<file path="config.mk">
export PLATFORM = sky130hd
export DESIGN_NAME = rgbled_decoder
export DESIGN_NICKNAME = d
export VERILOG_FILES = /design/src/rtl/rgbled_pkg.sv /design/src/rtl/rgbled_dec_fifo.sv /design/src/rtl/rgbled_decoder.sv
export SDC_FILE = /design/constraint.sdc
export NUM_CORES = 1
export LEC_CHECK = 0
export CAP_MARGIN = 30
export CORE_UTILIZATION = 35
export DETAILED_ROUTE_END_ITERATION = 16
export HOLD_SLACK_MARGIN = 0.05
export SLEW_MARGIN = 20
export SYNTH_ARGS = -nofsm -noshare
export SYNTH_HDL_FRONTEND = slang
export SYNTH_SLANG_ARGS = --single-unit
</file>
<file path="constraint.sdc">
create_clock -name clk_i -period 3.3 [get_ports clk_i]
set_clock_uncertainty 0.1 [all_clocks]
set_input_delay 0.33 -clock clk_i [delete_from_list [all_inputs] [get_ports clk_i]]
set_output_delay 0.33 -clock clk_i [all_outputs]
set_load 0.1 [all_outputs]
</file>
<file path="src/rtl/rgbled_pkg.sv">
// Shared WS2812-style timing constants and types for the rgbled driver and decoder.
package rgbled_pkg;

  typedef logic [23:0] rgb_word_t;

  localparam int unsigned WordBits  = 24;
  localparam int unsigned T0HNs     = 400;
  localparam int unsigned T1HNs     = 800;
  localparam int unsigned TRstNs    = 50_000;
  localparam int unsigned ThreshNs  = 600;
  localparam int unsigned MinHighNs = 150;
  localparam int unsigned MaxHighNs = 1500;

  typedef enum logic [1:0] {
    StSync,
    StIdle,
    StHigh,
    StLow
  } dec_state_e;

  // Rounds up so every threshold is at least the nominal duration.
  function automatic int unsigned ns_to_cycles(input int unsigned freq, input int unsigned ns);
    longint unsigned f;
    longint unsigned n;
    longint unsigned cyc;
    f   = 64'(freq);
    n   = 64'(ns);
    cyc = (f * n + 64'd999_999_999) / 64'd1_000_000_000;
    return 32'(cyc);
  endfunction

endpackage

</file>
<file path="src/rtl/rgbled_dec_fifo.sv">
// Two-entry valid/ready word buffer; head entry drives the output directly.
module rgbled_dec_fifo
  import rgbled_pkg::*;
(
  input  logic      clk_i,
  input  logic      rst_ni,
  input  logic      push_i,
  input  rgb_word_t wdata_i,
  input  logic      pop_i,
  output rgb_word_t rdata_o,
  output logic      valid_o,
  output logic      full_o
);

  rgb_word_t  head_q;
  rgb_word_t  tail_q;
  logic [1:0] count_q;
  logic       pop;

  assign valid_o = (count_q != 2'd0);
  assign full_o  = (count_q == 2'd2);
  assign rdata_o = head_q;
  assign pop     = pop_i & valid_o;

  always_ff @(posedge clk_i) begin
    if (!rst_ni) begin
      head_q  <= '0;
      tail_q  <= '0;
      count_q <= 2'd0;
    end else if (pop) begin
      if (count_q == 2'd2) begin
        head_q <= tail_q;
        if (push_i) begin
          tail_q <= wdata_i;
        end else begin
          count_q <= 2'd1;
        end
      end else if (push_i) begin
        head_q <= wdata_i;
      end else begin
        count_q <= 2'd0;
      end
    end else if (push_i) begin
      case (count_q)
        2'd0: begin
          head_q  <= wdata_i;
          count_q <= 2'd1;
        end
        2'd1: begin
          tail_q  <= wdata_i;
          count_q <= 2'd2;
        end
        default: ;  // full: the word is dropped, top flags overflow
      endcase
    end
  end

endmodule

</file>
<file path="src/rtl/rgbled_decoder.sv">
// Single-wire NRZ LED stream receiver: decodes pulse widths into 24-bit GRB words.
module rgbled_decoder
  import rgbled_pkg::*;
#(
  parameter int unsigned SysClkFreq = 30_000_000,
  parameter logic        Invert     = 1'b0
) (
  input  logic        clk_i,
  input  logic        rst_ni,
  input  logic        din_i,
  output logic [23:0] word_o,
  output logic        valid_o,
  input  logic        ready_i,
  output logic        frame_end_o,
  output logic [7:0]  frame_len_o,
  output logic        err_o,
  output logic        overflow_o,
  input  logic        clr_i
);

  localparam int unsigned ThreshCyc  = ns_to_cycles(SysClkFreq, ThreshNs);
  localparam int unsigned MinHighCyc = ns_to_cycles(SysClkFreq, MinHighNs);
  localparam int unsigned MaxHighCyc = ns_to_cycles(SysClkFreq, MaxHighNs);
  localparam int unsigned ResetCyc   = ns_to_cycles(SysClkFreq, TRstNs);
  localparam int unsigned CntW       = $clog2(ResetCyc + 1);

  localparam logic [CntW-1:0] ThreshC  = CntW'(ThreshCyc);
  localparam logic [CntW-1:0] MinHighC = CntW'(MinHighCyc);
  localparam logic [CntW-1:0] MaxHighC = CntW'(MaxHighCyc);
  localparam logic [CntW-1:0] ResetC   = CntW'(ResetCyc);
  localparam logic [CntW-1:0] CntOne   = CntW'(1);
  localparam logic [4:0]      LastBit  = 5'(WordBits - 1);

  dec_state_e      state_q;
  logic [CntW-1:0] cnt_q;
  logic [CntW-1:0] cnt_inc;
  logic [22:0]     shift_q;
  logic [4:0]      bitcnt_q;
  logic [7:0]      words_q;
  logic [7:0]      words_inc;
  logic            push_q;
  rgb_word_t       push_word_q;
  logic            frame_end_q;
  logic [7:0]      frame_len_q;
  logic            err_q;
  logic            overflow_q;

  logic din_meta_q, din_sync_q, din_q;
  logic din_s, rise, fall, bit_val, gap_reached;
  logic fifo_full, fifo_valid;

  // Sync flops idle at the raw line's idle level so reset never fakes an edge.
  always_ff @(posedge clk_i) begin
    if (!rst_ni) begin
      din_meta_q <= Invert;
      din_sync_q <= Invert;
      din_q      <= 1'b0;
    end else begin
      din_meta_q <= din_i;
      din_sync_q <= din_meta_q;
      din_q      <= din_s;
    end
  end

  assign din_s       = din_sync_q ^ Invert;
  assign rise        = din_s & ~din_q;
  assign fall        = ~din_s & din_q;
  assign cnt_inc     = (cnt_q == {CntW{1'b1}}) ? cnt_q : cnt_q + CntOne;
  assign words_inc   = (words_q == 8'hff) ? words_q : words_q + 8'd1;
  assign bit_val     = (cnt_q >= ThreshC);
  assign gap_reached = (cnt_inc >= ResetC);

  always_ff @(posedge clk_i) begin
    if (!rst_ni) begin
      state_q     <= StSync;
      cnt_q       <= '0;
      shift_q     <= '0;
      bitcnt_q    <= '0;
      words_q     <= '0;
      push_q      <= 1'b0;
      push_word_q <= '0;
      frame_end_q <= 1'b0;
      frame_len_q <= '0;
      err_q       <= 1'b0;
      overflow_q  <= 1'b0;
    end else begin
      push_q      <= 1'b0;
      frame_end_q <= 1'b0;
      // Later set assignments override the clear, so a same-cycle set wins.
      if (clr_i) begin
        err_q      <= 1'b0;
        overflow_q <= 1'b0;
      end
      if (push_q && fifo_full && !(fifo_valid && ready_i)) begin
        overflow_q <= 1'b1;
      end

      unique case (state_q)
        StSync: begin
          if (din_s) begin
            cnt_q <= '0;
          end else if (gap_reached) begin
            cnt_q   <= '0;
            state_q <= StIdle;
          end else begin
            cnt_q <= cnt_inc;
          end
        end
        StIdle: begin
          if (rise) begin
            cnt_q   <= CntOne;
            state_q <= StHigh;
          end
        end
        StHigh: begin
          if (cnt_q > MaxHighC || (fall && cnt_q < MinHighC)) begin
            err_q    <= 1'b1;
            cnt_q    <= '0;
            bitcnt_q <= '0;
            words_q  <= '0;
            state_q  <= StSync;
          end else if (fall) begin
            shift_q <= {shift_q[21:0], bit_val};
            cnt_q   <= CntOne;
            state_q <= StLow;
            if (bitcnt_q == LastBit) begin
              push_q      <= 1'b1;
              push_word_q <= {shift_q, bit_val};
              bitcnt_q    <= '0;
              words_q     <= words_inc;
            end else begin
              bitcnt_q <= bitcnt_q + 5'd1;
            end
          end else begin
            cnt_q <= cnt_inc;
          end
        end
        StLow: begin
          if (rise) begin
            cnt_q   <= CntOne;
            state_q <= StHigh;
          end else if (gap_reached) begin
            frame_end_q <= 1'b1;
            frame_len_q <= words_q;
            words_q     <= '0;
            bitcnt_q    <= '0;
            cnt_q       <= '0;
            state_q     <= StIdle;
            if (bitcnt_q != 5'd0) begin
              err_q <= 1'b1;
            end
          end else begin
            cnt_q <= cnt_inc;
          end
        end
        default: state_q <= StSync;
      endcase
    end
  end

  rgbled_dec_fifo u_fifo (
    .clk_i   (clk_i),
    .rst_ni  (rst_ni),
    .push_i  (push_q),
    .wdata_i (push_word_q),
    .pop_i   (ready_i),
    .rdata_o (word_o),
    .valid_o (fifo_valid),
    .full_o  (fifo_full)
  );

  assign valid_o     = fifo_valid;
  assign frame_end_o = frame_end_q;
  assign frame_len_o = frame_len_q;
  assign err_o       = err_q;
  assign overflow_o  = overflow_q;

endmodule

</file>
==> flow_results.org <==
** Synth
- Post-Synth Adder-Cell Area :: 0.0123
- Unique masters post-synth :: 66
- Xor/xnor cell area share of the yosys netlist :: 0
- Of the total synthesized cell area, the portion taken by AND, OR, NAND and NOR gates is 0.210.
- Summing every instance area after synthesis gives 6120 sq um.
- Dominant combinational cell family by area after synthesis :: compound AO/OA/AOI/OAI gates
- The compound-gate portion of the synthesized area was 0.214.
- Ys async rst share :: 0
- For this run, the number of Yosys warnings is 0.
- When the netlist entered floorplanning its net count stood at around 750.
- Number of synthesized flops with an enable pin :: 0
- Number of storage elements in the synthesis netlist :: about 140
- After synthesis, the share of cell area in mux cells is 0.0565.
- Sequential-to-total area share from yosys stat :: 0.452
- Post-Syn Instances :: between 700 and 800
- Syn Area/Cell :: about 8.3 sq um
- Most used flip-flop cell after synthesis :: sky130_fd_sc_hd__dfxtp_1

** Clocking
- In this run, post-CTS repair resized a total of 0 instances.
- Clock sink count :: approximately 140
- Hold buffers post-CTS :: 0
- Postcts setup bufs :: 0
- The longest clock path from root to sink contains 2 buffers.
- Clock tree synthesis inserted a total of 17 buffers.
- Clock tree from TritonCTS :: built
- The later pin in the worst-skew pair is clocked with a latency of 0.42 ns.
- H-Tree Depth :: 4
- Clk root buf :: sky130_fd_sc_hd__clkbuf_16
- Worst-path clk slew :: 0.07 ns

** Worst hold path
- Min-Delay Path Class :: flop to flop

** Worst setup path
- Startpoint Class :: flop
- In this design, the largest share of critical-path delay is due to compound AO/OA/AOI/OAI gates.
- Combined buffer and inverter count along the critical path :: 0
- Kind of end point of the critical path :: flop
- Signal arrival time at the worst endpoint :: around 2.9 ns
- The largest individual stage delay along the critical path comes from the cell sky130_fd_sc_hd__dfxtp_1.
- Maximum single-stage delay on the critical path :: approximately 0.64 ns
- Highest fanout seen on the critical path :: 13
- Critical path, cell by cell :: nand4_2, nor3_2, a311oi_2, o22ai_4, a21oi_4, a21oi_4, mux2i_1
- CP most frequent cell :: sky130_fd_sc_hd__a21oi_4
- Start-to-end type of the worst setup path :: flop to flop
- Required @ worst endpoint :: around 3.6 ns

** Drt
- Wires add up to 13100 um.
- DRC Markers :: 0
- Drt first-iter violations :: 361
- After detailed routing, the number of vias per cell comes to between 5 and 6.
- The routed layout has 4998 vias.
- The count of nets left with antenna violations once routing finished came out at 0.
- Wirelength per Cell :: 13.3 um
- Length of the first detailed-routing pass in iterations :: 5

** Cells and area
- Final net count :: roughly 760
- At the end of the flow the core is filled with cells to 0.430.
- Diode insertion count for antenna repair :: 0
- Share of cells above drive strength 1 :: 0.0953
- Area Overhead vs Synth :: 18.2%

** Placement
- Routability-driven placement finished with a final weighted congestion of between 0.8 and 0.9.
- Input and output buffers added on the ports amount to 40.
- DP HPWL :: 8120 um

** Global route
- The initial antenna violation count was 0.
- The first global-routing pass estimated 22500 um of wire.
- Global route overflow :: 0
- The number of global-route vias before repair was 4643.
- Global Route Usage Sum :: 0.156
- Maximum number of pins on one net before global-route repair :: 49

** Timing
- In the final timing run, aggregate negative setup slack is 0 ns.
- Unrepaired setup endpoints after global routing :: false
- Dividing the final minimum period by the clock period gives 0.801.
- Worst Tran Pin Value :: between 0.9 and 1 ns
- Final hold violation count :: 0
- The final-report max-slew violation count came to 0.
- Slew headroom :: 0.339
- Total setup violations reported at the end of the flow :: 0
- Timing would allow up to 378 MHz.
- Final worst path period need :: between 2 and 3 ns

** Die
- From left edge to right edge, the die measures roughly 130 um.
- Ports :: 41
- The floorplan step defined a die boundary enclosing about 18000 sq um.
- The initial utilization of the core area, before any placement, comes to 0.364.
- The floorplan step defined a core boundary enclosing 16800 sq um.
- Number of placement rows :: between 40 and 50
- From bottom edge to top edge, the die measures ~130 um.

** Pwr
- Leak :: roughly 2.6 nW
- Maximum vdd ir drop :: about 0.39 mV
- Power density normalized to cell area :: between 500 and 600 nW/um^2

** Run status
- Result of the run :: finished clean

** Run
- Max-cap violations in this run came to 0.
[worst reg2reg max path: stages (launching register included)]
cell                       delay (ns)
sky130_fd_sc_hd__dfxtp_1         0.64
sky130_fd_sc_hd__nand4_2         0.25
sky130_fd_sc_hd__nor3_2          0.38
sky130_fd_sc_hd__a311oi_2        0.19
sky130_fd_sc_hd__o22ai_4         0.34
sky130_fd_sc_hd__a21oi_4         0.16
sky130_fd_sc_hd__a21oi_4         0.29
sky130_fd_sc_hd__mux2i_1         0.22
[path summary, 6_finish.rpt]
check              from          to  slack [ns]  cells past startpoint
max            cnt_q[5]  words_q[1]        0.66                      7
min          din_meta_q       din_s        0.34                      1
max reg2reg    cnt_q[5]  words_q[1]        0.66                      7
min reg2reg  din_meta_q       din_s        0.34                      1
[cell families after synthesis]
kind of cell / Yosys count
compound gates: 193
fa+ha+maj: 6
buf+inv: 71
flops: 138
mux: 34
simple gates: 295
[metal layers]
layer	wire, um	track usage	vias to the layer above
met2	6010	0.248	87
met3	471	0.0412	16
met1	6450	0.202	2291
met4	199	0.0574	0
met5	0	0	-
li1	-	-	2604
[cell usage after synthesis (all sizes together) (3+ instances only)]
| library cell | count | share of area |
|---|---|---|
| mux2i | 33 | 0.054 |
| nand4 | 6 | 0.0072 |
| dfxtp | 138 | 0.45 |
| nor3 | 10 | 0.0090 |
| buf | 24 | 0.028 |
| and2 | 9 | 0.0092 |
| nor2b | 3 | 0.0031 |
| a211oi | 28 | 0.035 |
| nand2 | 175 | 0.11 |
| inv | 13 | 0.0080 |
| o21a | 5 | 0.0061 |
| a21oi | 100 | 0.087 |
| clkbuf | 33 | 0.020 |
| and3 | 5 | 0.0051 |
| o211ai | 5 | 0.0070 |
| o311a | 3 | 0.0049 |
| a311oi | 4 | 0.0098 |
| o21ai | 14 | 0.014 |
| o22ai | 6 | 0.0084 |
| nand3 | 15 | 0.012 |
| nand2b | 4 | 0.0041 |
| and4 | 4 | 0.0061 |
| o31ai | 6 | 0.0074 |
| a31oi | 3 | 0.0031 |
| nor2 | 56 | 0.036 |
| ha | 6 | 0.012 |
[through the flow]
| stage | power [mW] | hold WS, ns | worst slack [ns] | instance area [sq um] | instances |
|---|---|---|---|---|---|
| floorplan | 1.77 | 0.312 | 1.00 | 6120 | 737 |
| finish | 3.66 | 0.336 | 0.657 | 7230 | 986 |
| CTS | 3.71 | 0.341 | 0.666 | 7230 | 986 |
| detailed placement | 1.80 | 0.327 | 0.686 | 6640 | 954 |
| global placement | 1.80 | 0.320 | 0.672 | 6640 | 954 |
| global route | 3.79 | 0.365 | 0.431 | 7230 | 986 |
[placed cells by master, fill, tap and decap left out, types with 5 or more instances in the layout]
cell type	count
sky130_fd_sc_hd__o31ai_1	6
sky130_fd_sc_hd__mux2i_1	33
sky130_fd_sc_hd__nand3_1	15
sky130_fd_sc_hd__and2_1	7
sky130_fd_sc_hd__and3_1	5
sky130_fd_sc_hd__inv_1	13
sky130_fd_sc_hd__ha_1	6
sky130_fd_sc_hd__nor3_1	9
sky130_fd_sc_hd__nor2_1	55
sky130_fd_sc_hd__o22ai_1	5
sky130_fd_sc_hd__a211oi_1	27
sky130_fd_sc_hd__nand4_1	5
sky130_fd_sc_hd__o21ai_0	11
sky130_fd_sc_hd__nand2_1	174
sky130_fd_sc_hd__buf_4	13
sky130_fd_sc_hd__dfxtp_1	138
sky130_fd_sc_hd__clkbuf_16	17
sky130_fd_sc_hd__inv_6	5
sky130_fd_sc_hd__o21a_1	5
sky130_fd_sc_hd__a21oi_1	96
sky130_fd_sc_hd__clkdlybuf4s50_1	39
[where the power goes]
| group | internal, mW | switching (mW) | total [mW] |
|---|---|---|---|
| Sequential | 1.67 | 0.00575 | 1.68 |
| Combinational | 0.0286 | 0.0546 | 0.0832 |
| Clock | 1.13 | 0.772 | 1.90 |
[flip-flops by register name, indices dropped and copies added, names as in the netlist, 2 cells and up]
signal / flops
push_word_q: 24
shift_q: 23
words_q: 8
frame_len_o: 8
u_fifo.count_q: 2
u_fifo.rdata_o: 24
u_fifo.tail_q: 24
cnt_q: 11
bitcnt_q: 5
state_q: 2
[area by class of cell]
cell class                      count  area [sq um]
Inverter                           14          53.8
Clock inverter                     14           161
Multi-Input combinational cell    528          3020
Fill cell                        1701          9590
Clock buffer                       18           429
Sequential cell                   138          2760
Timing Repair Buffer               54           528
Tap cell                          220           275
No activity file was read; power rests on OpenSTA's default activity.
